### src/rtl/pdm_pkg.sv
// Shared types and defaults for the multi-channel PDM deserializer.
package pdm_pkg;

  typedef enum logic {
    CH_L = 1'b0,
    CH_R = 1'b1
  } chan_t;

  localparam int unsigned WORD_W_DEF     = 16;
  localparam int unsigned CLK_DIV_DEF    = 100;
  localparam int unsigned FIFO_DEPTH_DEF = 4;
  localparam int unsigned CHAN_W         = 1;

  // Packed width of one FIFO entry {chan, word}.
  function automatic int unsigned entry_w(input int unsigned word_w);
    return word_w + CHAN_W;
  endfunction

endpackage

### src/rtl/pdm_deserializer_mc_if.sv
// Valid/ready output stream carrying channel-tagged PDM words.
interface pdm_deserializer_mc_if #(
  parameter int unsigned WORD_W = pdm_pkg::WORD_W_DEF
);
  import pdm_pkg::*;

  logic              out_valid;
  logic              out_ready;
  logic [WORD_W-1:0] out_data;
  chan_t             out_chan;

  modport master (
    output out_valid,
    output out_data,
    output out_chan,
    input  out_ready
  );

  modport slave (
    input  out_valid,
    input  out_data,
    input  out_chan,
    output out_ready
  );

endinterface

### src/rtl/pdm_clk_gen.sv
// Microphone clock divider; emits one-cycle L/R sample strobes at the end of each phase.
module pdm_clk_gen
  import pdm_pkg::*;
#(
  parameter int unsigned CLK_DIV = CLK_DIV_DEF
) (
  input  logic i_clk,
  input  logic i_rst_n,
  input  logic i_enable,
  output logic o_pdm_clk,
  output logic o_strobe_l,
  output logic o_strobe_r
);

  localparam int unsigned CNT_W = $clog2(CLK_DIV);
  localparam int unsigned HALF  = CLK_DIV / 2;

  logic [CNT_W-1:0] r_cnt;
  logic [CNT_W-1:0] w_cnt_d;
  logic             r_pdm_clk;

  always_comb begin
    w_cnt_d = '0;
    if (i_enable && (r_cnt != CNT_W'(CLK_DIV - 1))) begin
      w_cnt_d = r_cnt + CNT_W'(1);
    end
  end

  // The clock register follows the next count so its phase lines up with r_cnt.
  always_ff @(posedge i_clk or negedge i_rst_n) begin
    if (!i_rst_n) begin
      r_cnt     <= '0;
      r_pdm_clk <= 1'b0;
    end else begin
      r_cnt     <= w_cnt_d;
      r_pdm_clk <= i_enable && (w_cnt_d < CNT_W'(HALF));
    end
  end

  assign o_pdm_clk  = r_pdm_clk;
  assign o_strobe_l = i_enable && (r_cnt == CNT_W'(HALF - 1));
  assign o_strobe_r = i_enable && (r_cnt == CNT_W'(CLK_DIV - 1));

endmodule

### src/rtl/pdm_deserializer_mc.sv
// Mono/stereo PDM capture: per-channel MSB-first word packing into a show-ahead output FIFO.
module pdm_deserializer_mc
  import pdm_pkg::*;
#(
  parameter int unsigned WORD_W     = WORD_W_DEF,
  parameter int unsigned CLK_DIV    = CLK_DIV_DEF,
  parameter int unsigned FIFO_DEPTH = FIFO_DEPTH_DEF
) (
  input  logic                  clock,
  input  logic                  reset_n,
  input  logic                  enable,
  input  logic                  stereo,
  input  logic                  chan_sel,
  input  logic                  pdm_data_i,
  output logic                  pdm_clk_o,
  output logic                  pdm_lrsel_o,
  output logic                  overflow,
  pdm_deserializer_mc_if.master out_if
);

  localparam int unsigned PTR_W  = $clog2(FIFO_DEPTH);
  localparam int unsigned BCNT_W = $clog2(WORD_W);
  localparam logic [BCNT_W-1:0] BCNT_MAX = BCNT_W'(WORD_W - 1);
  localparam logic [PTR_W:0]    PTR_ONE  = (PTR_W + 1)'(1);

  typedef struct packed {
    chan_t             chan;
    logic [WORD_W-1:0] word;
  } entry_t;

  logic              w_strobe_l, w_strobe_r;
  logic              w_take_l, w_take_r, w_done_l, w_done_r;
  logic              w_push, w_pop, w_push_ok, w_empty, w_full, w_en_rise;
  logic [WORD_W-1:0] w_sr_l_d, w_sr_r_d;
  entry_t            w_push_entry, w_head;

  logic              r_en_q;
  logic              r_stereo;
  chan_t             r_chan_sel;
  logic [WORD_W-1:0] r_sr_l, r_sr_r;
  logic [BCNT_W-1:0] r_bcnt_l, r_bcnt_r;
  logic [PTR_W:0]    r_wptr, r_rptr;
  logic              r_overflow;
  entry_t            r_mem [FIFO_DEPTH];

  pdm_clk_gen #(
    .CLK_DIV (CLK_DIV)
  ) u_clk_gen (
    .i_clk      (clock),
    .i_rst_n    (reset_n),
    .i_enable   (enable),
    .o_pdm_clk  (pdm_clk_o),
    .o_strobe_l (w_strobe_l),
    .o_strobe_r (w_strobe_r)
  );

  always_comb begin
    w_en_rise = enable && !r_en_q;
    w_take_l  = w_strobe_l && (r_stereo || (r_chan_sel == CH_L));
    w_take_r  = w_strobe_r && (r_stereo || (r_chan_sel == CH_R));
    w_done_l  = w_take_l && (r_bcnt_l == BCNT_MAX);
    w_done_r  = w_take_r && (r_bcnt_r == BCNT_MAX);
    w_sr_l_d  = {r_sr_l[WORD_W-2:0], pdm_data_i};
    w_sr_r_d  = {r_sr_r[WORD_W-2:0], pdm_data_i};
    w_push    = w_done_l || w_done_r;
    // L and R strobes never coincide, so one push port is enough.
    if (w_done_r) begin
      w_push_entry = '{chan: CH_R, word: w_sr_r_d};
    end else begin
      w_push_entry = '{chan: CH_L, word: w_sr_l_d};
    end
    w_empty   = (r_wptr == r_rptr);
    w_full    = (r_wptr[PTR_W] != r_rptr[PTR_W]) &&
                (r_wptr[PTR_W-1:0] == r_rptr[PTR_W-1:0]);
    w_pop     = !w_empty && out_if.out_ready;
    w_push_ok = w_push && (!w_full || w_pop);
    w_head    = r_mem[r_rptr[PTR_W-1:0]];
  end

  always_ff @(posedge clock or negedge reset_n) begin
    if (!reset_n) begin
      r_en_q     <= 1'b0;
      r_stereo   <= 1'b0;
      r_chan_sel <= CH_L;
    end else begin
      r_en_q <= enable;
      if (w_en_rise) begin
        r_stereo   <= stereo;
        r_chan_sel <= chan_t'(chan_sel);
      end
    end
  end

  // Disabling discards any partially assembled words.
  always_ff @(posedge clock or negedge reset_n) begin
    if (!reset_n) begin
      r_sr_l   <= '0;
      r_sr_r   <= '0;
      r_bcnt_l <= '0;
      r_bcnt_r <= '0;
    end else if (!enable) begin
      r_sr_l   <= '0;
      r_sr_r   <= '0;
      r_bcnt_l <= '0;
      r_bcnt_r <= '0;
    end else begin
      if (w_take_l) begin
        r_sr_l   <= w_sr_l_d;
        r_bcnt_l <= w_done_l ? '0 : r_bcnt_l + BCNT_W'(1);
      end
      if (w_take_r) begin
        r_sr_r   <= w_sr_r_d;
        r_bcnt_r <= w_done_r ? '0 : r_bcnt_r + BCNT_W'(1);
      end
    end
  end

  always_ff @(posedge clock or negedge reset_n) begin
    if (!reset_n) begin
      r_wptr     <= '0;
      r_rptr     <= '0;
      r_overflow <= 1'b0;
    end else begin
      if (w_push_ok) r_wptr <= r_wptr + PTR_ONE;
      if (w_pop)     r_rptr <= r_rptr + PTR_ONE;
      if (w_en_rise) begin
        r_overflow <= 1'b0;
      end else if (w_push && !w_push_ok) begin
        r_overflow <= 1'b1;
      end
    end
  end

  always_ff @(posedge clock) begin
    if (w_push_ok) r_mem[r_wptr[PTR_W-1:0]] <= w_push_entry;
  end

  assign overflow         = r_overflow;
  assign pdm_lrsel_o      = r_stereo ? 1'b0 : r_chan_sel;
  assign out_if.out_valid = !w_empty;
  assign out_if.out_data  = w_empty ? '0 : w_head.word;
  assign out_if.out_chan  = w_empty ? CH_L : w_head.chan;

endmodule

### src/flat_wrapper.sv
// flat-port wrapper written by rule: the top's interface ports become plain ports
module pdm_deserializer_mc_flat import pdm_pkg::*;
#(
  parameter int unsigned WORD_W     = WORD_W_DEF,
  parameter int unsigned CLK_DIV    = CLK_DIV_DEF,
  parameter int unsigned FIFO_DEPTH = FIFO_DEPTH_DEF
)
  (clock, reset_n, enable, stereo, chan_sel, pdm_data_i, pdm_clk_o, pdm_lrsel_o, overflow, out_if_out_valid, out_if_out_data, out_if_out_chan, out_if_out_ready);
  pdm_deserializer_mc_if #(.WORD_W(WORD_W)) out_if_i ();
  input  logic clock;
  input  logic reset_n;
  input  logic enable;
  input  logic stereo;
  input  logic chan_sel;
  input  logic pdm_data_i;
  output logic pdm_clk_o;
  output logic pdm_lrsel_o;
  output logic overflow;
  output wire logic [$bits(out_if_i.out_valid)-1:0] out_if_out_valid;
  output wire logic [$bits(out_if_i.out_data)-1:0] out_if_out_data;
  output wire logic [$bits(out_if_i.out_chan)-1:0] out_if_out_chan;
  input wire logic [$bits(out_if_i.out_ready)-1:0] out_if_out_ready;
  assign out_if_out_valid = out_if_i.out_valid;
  assign out_if_out_data = out_if_i.out_data;
  assign out_if_out_chan = out_if_i.out_chan;
  assign out_if_i.out_ready = out_if_out_ready;
  pdm_deserializer_mc #(.WORD_W(WORD_W), .CLK_DIV(CLK_DIV), .FIFO_DEPTH(FIFO_DEPTH)) u_core (.clock(clock), .reset_n(reset_n), .enable(enable), .stereo(stereo), .chan_sel(chan_sel), .pdm_data_i(pdm_data_i), .pdm_clk_o(pdm_clk_o), .pdm_lrsel_o(pdm_lrsel_o), .overflow(overflow), .out_if(out_if_i));
endmodule
### config.mk
export PLATFORM = sky130hd
export DESIGN_NAME = pdm_deserializer_mc_flat
export DESIGN_NICKNAME = d
export VERILOG_FILES = /design/src/rtl/pdm_pkg.sv /design/src/rtl/pdm_deserializer_mc_if.sv /design/src/rtl/pdm_clk_gen.sv /design/src/rtl/pdm_deserializer_mc.sv /design/src/flat_wrapper.sv
export SDC_FILE = /design/constraint.sdc
export NUM_CORES = 1
export LEC_CHECK = 0
export ABC_AREA = 1
export BUFFER_PORTS_ARGS = -buffer_cell sky130_fd_sc_hd__buf_2
export CORE_MARGIN = 3
export CORE_UTILIZATION = 55
export CTS_BUF_LIST = sky130_fd_sc_hd__clkbuf_8 sky130_fd_sc_hd__clkbuf_16
export DETAILED_ROUTE_END_ITERATION = 8
export PLACE_DENSITY = 0.79
export SLEW_MARGIN = 20
export SYNTH_ARGS = -nofsm -noshare
export SYNTH_HDL_FRONTEND = slang
export SYNTH_SLANG_ARGS = --single-unit
### constraint.sdc
create_clock -name clock -period 2.4 [get_ports clock]
set_clock_uncertainty 0.15 [all_clocks]
set_input_delay 0.72 -clock clock [delete_from_list [all_inputs] [get_ports clock]]
set_output_delay 0.72 -clock clock [all_outputs]
set_load 0.1 [all_outputs]
Word-level counts from Yosys, hierarchy flattened
Memories as Yosys holds them, arrays and structs flattened.
Cells that the tools add are included.

word-level totals
  memories kept = 1
  logic and storage cells = 71
  bits in writable memories = 68
  input bits = 7
  output and inout port bits = 21
  register bits after elaboration = 56

memory list
  name          depth  width  read ports  clocked after Yosys merged registers in  wr ports  RTL line                   RTL
  u_core.r_mem  4      17     1           0                                        1         pdm_deserializer_mc.sv:44  entry_t r_mem [FIFO_DEPTH];

operators by class
  mux-type cells = 19
  order comparisons = 1
  reductions and logical operators = 22
  bitwise gates (word level) = 1
  $add $sub $neg = 5
  equality and inequality tests = 10

operators by type and width
  kind                 number
  $mux 15              4
  $mux 4               6
  $mux 17              1
  $mux 16              1
  $logic_and 1x1->1    13
  $add 4x1->4 const B  2
  $eq 4x4->1 const B   2
  $add 7x1->7 const B  1
  $eq 7x6->1 const B   1
  $eq 7x7->1 const B   1
  $lt 7x6->1 const B   1
  $mux 7               1
  $ne 7x7->1 const B   1
  $add 3x1->3 const B  2
  $mux 1               6
  $logic_not 1->1      4
  $logic_or 1x1->1     4
  $ne 2x1->1 const B   2
  $eq 3x3->1           1
  $eq 2x2->1           1
  $reduce_bool 2->1    1
  $ne 1x1->1           1
  $not 1->1            1

Depth between registers and ports, before layout
Gate-level depths: netlist of the first run.

  word-level depth = 10
  depth in mapped cells = 9
  depth with buffers taken out = 9

Hierarchy
A second synthesis of the first run with hierarchy kept.

second synthesis, totals
  cell total of the unflattened synthesis = 548
  area total of the unflattened synthesis = 5635.4 µm²

modules (own cells, without submodules)
  module               seq. area each (µm²)  cells each  instances  area an instance (µm²)
  pdm_deserializer_mc  3243.1                484         1          5132.4
  pdm_clk_gen          200.2                 64          1          503.0

Least setup slack after synthesis of the first run
No wires, ideal clock.

  path type = register -> output
  from = register u_core.r_rptr[1]
  to = output out_if_out_data[10]
  path buffers = 2
  required time = 1.530 ns
  arrival time = 2.003 ns
  slack = -0.473 ns
  stages on the path, launching flop included = 8
  cell sequence = dfrtp_1 buf_4 xor2_1 nor2_1 nand2_1 buf_2 nand2_1 inv_1

between the ends
  word-level cells in the longest chain between the ends = 2
  elaborated cells on any way between the ends = 3

ends and longest elaborated chain
  what                                        RTL line                    RTL
  start: declaration                          pdm_deserializer_mc.sv:42   logic [PTR_W:0] r_wptr, r_rptr;
  start signal: assignment                    pdm_deserializer_mc.sv:125  if (w_pop) r_rptr <= r_rptr + PTR_ONE;
  $mem_v2 4x17 or $eq 3x3->1 (tied branches)  --
  $mux 16 *                                   pdm_deserializer_mc.sv:141  assign out_if.out_data = w_empty ? '0 : w_head.word;
  end: declaration                            flat_wrapper.sv:20          output wire logic [$bits(out_if_i.out_data)-1:0] out_if_out_data;

Mark *: on every way between the ends. The rest lies on a longest branch, timed or not.

Worst setup path after layout of the first run
  from = register u_core.r_rptr[0]
  to = output out_if_out_data[15]

The elaborated chain is that of the path after synthesis.

==> results of run 1 <==
cell usage after synthesis, types with 4 or more instances:
cell and n:
o21ai_0 26, edfxtp_1 68, nand2_4 4, nor2_1 70, xor2_1 5, buf_4 6
o21ai_1 10, clkbuf_1 4, ha_1 9, dfrtp_1 56, inv_1 81, nand2_1 68
o32ai_1 17, buf_6 4, buf_2 7, o21ai_2 7, nand3_1 24, o22ai_1 29
cell type report:
class / count / area share
clock buffer: 21 / 0.0706
clock inverter: 11 / 0.0123
inverter: 82 / 0.0523
multi-input combinational: 288 / 0.256
sequential: 124 / 0.483
tap: 129 / 0.0226
timing repair buffer: 52 / 0.103
report_power, final:
part	switching [W]	total, W	internal [W]
registers	0.0000510	0.00232	0.00227
clock network	0.000922	0.00249	0.00157
logic	0.00321	0.00499	0.00178
total	0.00418	0.00981	0.00562
worst register-to-register path, cell delays in order (launching register included):
cell     delay [ns]
dfrtp_1        0.46
ha_1           0.29
nand2_1        0.11
nor2_4         0.19
nand3_4        0.11
nand2_4        0.11
nand2_2        0.10
nor2_1         0.20
buf_12         0.20
stage by stage:
stage	power [W]	cell area [um2]	std cells
after global routing	0.0101	7130	707
after global placement	0.00700	6410	674
after detailed placement	0.00708	6410	674
after CTS	0.00965	7030	706
final	0.00981	7130	707
after floorplan	0.00559	5730	517
metal layers:
metal / vias up / wire length [um] / track usage
met5: - / 0 / 0
met4: 0 / 172 / 0.0768
met3: 18 / 668 / 0.0557
met2: 139 / 6420 / 0.380
met1: 1938 / 4900 / 0.283
li1: 1837 / - / -
registers in the layout (all words and copies together), names as in the netlist:
name,count
u_core.r_wptr,3
u_core.r_rptr,3
u_core.r_bcnt_r,4
u_core.u_clk_gen.o_pdm_clk,1
u_core.overflow,1
u_core.r_chan_sel,1
u_core.r_bcnt_l,4
u_core.r_en_q,1
u_core.r_sr_l,15
u_core.r_sr_r,15
u_core.u_clk_gen.r_cnt,7
u_core.r_stereo,1
u_core.r_mem,68
repair_timing:
item,CTS,global route
buffers inserted,0,0
hold endpoints to repair,0,0
setup endpoints to repair,19,18
gates cloned,0,1
gates resized for setup,9,16
pin swaps,2,7
logic make-up (layout without fill, tap and decap cells):
family / Yosys count / count (layout) / share of synthesized area
compound gates: 96 / 96 / 0.114
simple gates: 175 / 175 / 0.138
fa+ha+maj: 9 / 9 / 0.0206
flops: 124 / 124 / 0.631
buf+inv: 105 / 166 / 0.0835
xor+xnor: 8 / 8 / 0.0128
worst max-delay path by stage:
stage                      from             endpoint  slack [ns]  cells after the start
2_1_floorplan            enable   u_core.r_mem[0][0]       -0.21                      6
3_3_place_gp   u_core.r_rptr[0]   out_if_out_data[1]        0.04                      7
3_5_place_dp   u_core.r_rptr[0]   out_if_out_data[9]       -0.03                      7
4_1_cts        u_core.r_rptr[0]   out_if_out_data[8]       -0.53                      7
5_1_grt        u_core.r_rptr[0]  out_if_out_data[15]       -0.64                      7
6_report       u_core.r_rptr[0]  out_if_out_data[15]       -0.56                      7
==> results.yml, run 1 <==
timing:
  setup_tns_ns: -8.24
  finalHoldViolCount: 0
  hold_slack_ns: 0.0359
  finalSetupViolations: 18
  slew_viol_final: 0
  slew_headroom: 0.674
  timing.fmax_ghz: 0.338
  rsz0062_at_grt: "true"
  tightest_slew_ns: 0.488
  layout_setup_ws_ns: -0.559
  period_needed_ns: 2.96
  final.period_utilization: 1.23
placed_design:
  dpl.hpwl_mm: 6.91
  pre_cts_ws_ns: -0.0308
  port-buffer-count: 27
  globalplace.congestion: 0.843
final_layout:
  layout_commonest_cell: "edfxtp_1"
  layout.nets: 581
  multi_input_area_mm2: 0.00183
  final_cell_mix: "edfxtp_1 (68), inv_1 (66), nor2_1 (66)"
  area_delta_synth_final_pct: 30.7
  diodes: 0
  register_area_mm2: 0.00344
  fin_util: 0.754
  drive_above_1_share: 0.272
  n_fill_cell: 548
synthesis:
  synth_fp_nets: 533
  yosysSeqAreaShare: 0.631
  async_reset_ff_frac: 0.452
  ys_types: 31
  ys_top_cells_by_area: "edfxtp_1 (37%), dfrtp_1 (26%), inv_1 (5.6%)"
  ys_warn_count: 0
  synth.top_cell.area_share: 0.374
  netlist_area_mm2: 0.00546
  synth.avg_cell_area_um2: 10.6
  syn_inst: 517
  synth_edf_count: 68
  synth-main-ff-cell: "edfxtp_1"
  yosysTopAreaCell: "edfxtp_1"
  synth-seq-cells: 124
worst_setup_path:
  crit_fanout: 18
  rr_worst_depth: 8
  rr_startpoint: "u_core.u_clk_gen.r_cnt[0]"
  cp-start-kind: "flip-flop"
  endpoint_kind: "primary output"
  slowest_stage: "dfrtp_2"
  path_cells: "buf_6 -> o21ai_0 -> o32ai_2 -> buf_4 -> nand2_4 -> clkinvlp_4 -> buf_12"
  crit_family: "buffers and inverters"
  crit_arrival_ns: 2.09
  critPathKind: "reg -> out"
  rrSetupSlack_ns: 0.18
  timing.critical_path.buf_inv: 4
  cp.required_ns: 1.53
  slowest_delay_ns: 0.47
  worstReg2RegEnd: "u_core.r_mem[2][0]"
flow_run:
  max_cap_viol_count: 0
grt:
  grt_first_pass_wirelength_mm: 19.3
  grt_use_total: 0.224
  gr-total-overflow: 0
  antenna_found_initial: 0
  grt_max_degree: 57
  grt_pass1_vias: 3880
clock_tree:
  ctsLongestPathBuffers: 2
  cts-buffers-inserted: 17
  clockRootBuffer: "clkbuf_8"
  clkSinkCount: 124
  htree_num_levels: 4
  path_clk_slew_ns: 0.06
  clk_latency_ns: 0.52
  cts_tree: "built"
  cts_hold_buf: 0
routing:
  drt-total-wl_mm: 12.2
  vias: 3932
  wl_per_cell_um: 17.2
  drcViolationCount: 0
  dr.pass1.iters: 5
  ant_nets: 0
  drt-vias-per-instance: 5.56
  drtIter0Drc: 224
floorplan:
  start_util: 0.577
  dieArea_mm2: 0.0111
  fp.dieH_um: 106
  coreArea_mm2: 0.00946
  ios: 28
  die_w_um: 106
  rows: 35
power:
  power_density_mw_per_mm2: 1380
  leakage_nw: 2.91
  peakVddDrop_mv: 1.22
worst_hold_path:
  hold_path_class: "in -> async"
run_status:
  failed_checks: "setup timing"
  status: "complete, but fails checks"
Note: power is estimated with default switching activity, not from simulation.
==> run 2: changes to the inputs <==
--- a/config.mk
+++ b/config.mk
@@ -12,6 +12,7 @@
 export CTS_BUF_LIST = sky130_fd_sc_hd__clkbuf_8 sky130_fd_sc_hd__clkbuf_16
 export DETAILED_ROUTE_END_ITERATION = 8
 export PLACE_DENSITY = 0.79
+export SETUP_SLACK_MARGIN = 0.05
 export SLEW_MARGIN = 20
 export SYNTH_ARGS = -nofsm -noshare
 export SYNTH_HDL_FRONTEND = slang
==> run 2 against run 1 <==
The flow still finishes with violations (setup timing). First-iteration DRC count down 1.3%. Clock-buffer cell count did not move. Register-to-register slack improved by 0.06 ns. Worst hold slack about the same. Cell count unchanged. Clock power is essentially flat. Non-clock buffer count unchanged. Via count rose by 0.10%. Worst setup slack got worse by 0.0013 ns. Highest routed layer unchanged.
==> results.yml, run 2 (synthesized netlist as in run 1, its figures left out) <==
run_status:
  status: "complete, but fails checks"
  failed_checks: "setup timing"
routing:
  drtIter0Drc: 221
  met2_length_mm: 6.46
  m1WireLength_mm: 4.83
  ant_nets: 0
  highest_layer: "met4"
  route.met3.wl_um: 712
  drcViolationCount: 0
  vias: 3936
  drt-vias-per-instance: 5.57
  wl_per_cell_um: 17.2
  dr.pass1.iters: 5
  drt-total-wl_mm: 12.2
timing:
  slew_headroom: 0.674
  tightest_slew_ns: 0.488
  slew_viol_final: 0
  final.period_utilization: 1.23
  setup_tns_ns: -8.23
  layout_setup_ws_ns: -0.560
  finalHoldViolCount: 0
  finalSetupViolations: 18
  rsz0062_at_grt: "true"
  period_needed_ns: 2.96
  timing.fmax_ghz: 0.338
final_layout:
  largest_reg_flops: 68
  diodes: 0
  n_fill_cell: 548
  layout_commonest_cell: "edfxtp_1"
  final_cell_mix: "edfxtp_1 (68), inv_1 (66), nor2_1 (66)"
  area_delta_synth_final_pct: 30.7
  stdcell_count: 707
  drive_above_1_share: 0.273
  layout.nets: 581
  fin_util: 0.754
worst_setup_path:
  slowest_stage: "dfrtp_2"
  cp.required_ns: 1.53
  slowest_delay_ns: 0.47
  critPathKind: "reg -> out"
  crit_arrival_ns: 2.09
  rr_startpoint: "u_core.u_clk_gen.r_cnt[0]"
  crit_fanout: 18
  rrSetupSlack_ns: 0.24
  rr_worst_depth: 8
  path_cells: "buf_6 -> o21ai_0 -> o32ai_2 -> buf_4 -> nand2_4 -> clkinvlp_4 -> buf_12"
  endpoint_kind: "primary output"
  cp-start-kind: "flip-flop"
  worstReg2RegEnd: "u_core.r_mem[2][0]"
floorplan:
  ios: 28
  start_util: 0.577
  rows: 35
  die_w_um: 106
  dieArea_mm2: 0.0111
  fp.dieH_um: 106
  coreArea_mm2: 0.00946
grt:
  gr-total-overflow: 0
  grt_use_total: 0.224
  grt_max_degree: 57
  antenna_found_initial: 0
  grt_pass1_vias: 3880
  grt_first_pass_wirelength_mm: 19.3
power:
  leakage_nw: 2.91
  peakVddDrop_mv: 1.22
  total_power_w: 0.00980
  power_density_mw_per_mm2: 1370
placed_design:
  globalplace.congestion: 0.843
  dpl.hpwl_mm: 6.91
  port-buffer-count: 27
  dp_cells: 674
clock_tree:
  path_clk_slew_ns: 0.06
  htree_num_levels: 4
  cts_hold_buf: 0
  clk_latency_ns: 0.52
  ctsLongestPathBuffers: 2
  cts_tree: "built"
  cts_setup_buffers: 0
  clkSinkCount: 124
  cts-buffers-inserted: 17
  clockRootBuffer: "clkbuf_8"
worst_hold_path:
  hold_path_class: "in -> async"
flow_run:
  max_cap_viol_count: 0
==> run 2: cell counts in the layout (fill, tap and decap cells not counted) <==
No cell type changed its count.
==> run 2: critical path: cells and delay by family, from the launching register on <==
kind | cells | cell delay, ns
flip-flops | 1 | 0.47
buffers and inverters | 4 | 0.61
AND/OR/NAND/NOR | 1 | 0.06
AO/OA/AOI/OAI | 2 | 0.41
==> run 2: per-layer routing <==
layer / vias up / global-route usage
met3: 16 / 0.0557
met4: 0 / 0.0768
li1: 1839 / -
met1: 1934 / 0.283
met5: - / 0
met2: 147 / 0.380
==> run 2: through the flow <==
stage,hold WS [ns],instance area [um2],setup slack (ns)
global route,0.0503,7130,-0.639
finish,0.0356,7130,-0.560
detailed placement,0.334,6410,-0.0308
CTS,0.0476,7030,-0.525
global placement,0.326,6410,0.0380
floorplan,0.274,5730,-0.214
==> run 2: power by group <==
group | total [W] | leakage, nW | internal [W] | switching, W
Combinational | 0.00499 | 1.22 | 0.00178 | 0.00321
Sequential | 0.00232 | 1.39 | 0.00227 | 0.0000509
Clock | 0.00249 | 0.298 | 0.00157 | 0.000920
==> run 2: area by class of cell <==
| class | instances | area (um2) | area share |
|---|---|---|---|
| clock buffer | 21 | 503 | 0.0705 |
| clock inverter | 11 | 87.6 | 0.0123 |
| inverter | 82 | 373 | 0.0523 |
| multi-input combinational | 288 | 1830 | 0.256 |
| sequential | 124 | 3450 | 0.483 |
| tap | 129 | 161 | 0.0226 |
| timing repair buffer | 52 | 732 | 0.103 |
==> run 2: worst max-delay path by stage <==
stage,depth (start not counted),slack [ns],startpoint,end
2_1_floorplan,6,-0.21,enable,u_core.r_mem[0][0]
3_3_place_gp,7,0.04,u_core.r_rptr[0],out_if_out_data[1]
3_5_place_dp,7,-0.03,u_core.r_rptr[0],out_if_out_data[9]
4_1_cts,7,-0.53,u_core.r_rptr[0],out_if_out_data[8]
5_1_grt,7,-0.64,u_core.r_rptr[0],out_if_out_data[15]
6_report,7,-0.56,u_core.r_rptr[0],out_if_out_data[15]
==> run 2: what timing repair did <==
item,in CTS,in global routing
pin swaps,2,7
endpoints found under the setup margin,19,20
hold endpoints to repair,0,0
cloned,0,1
resized for setup,9,17
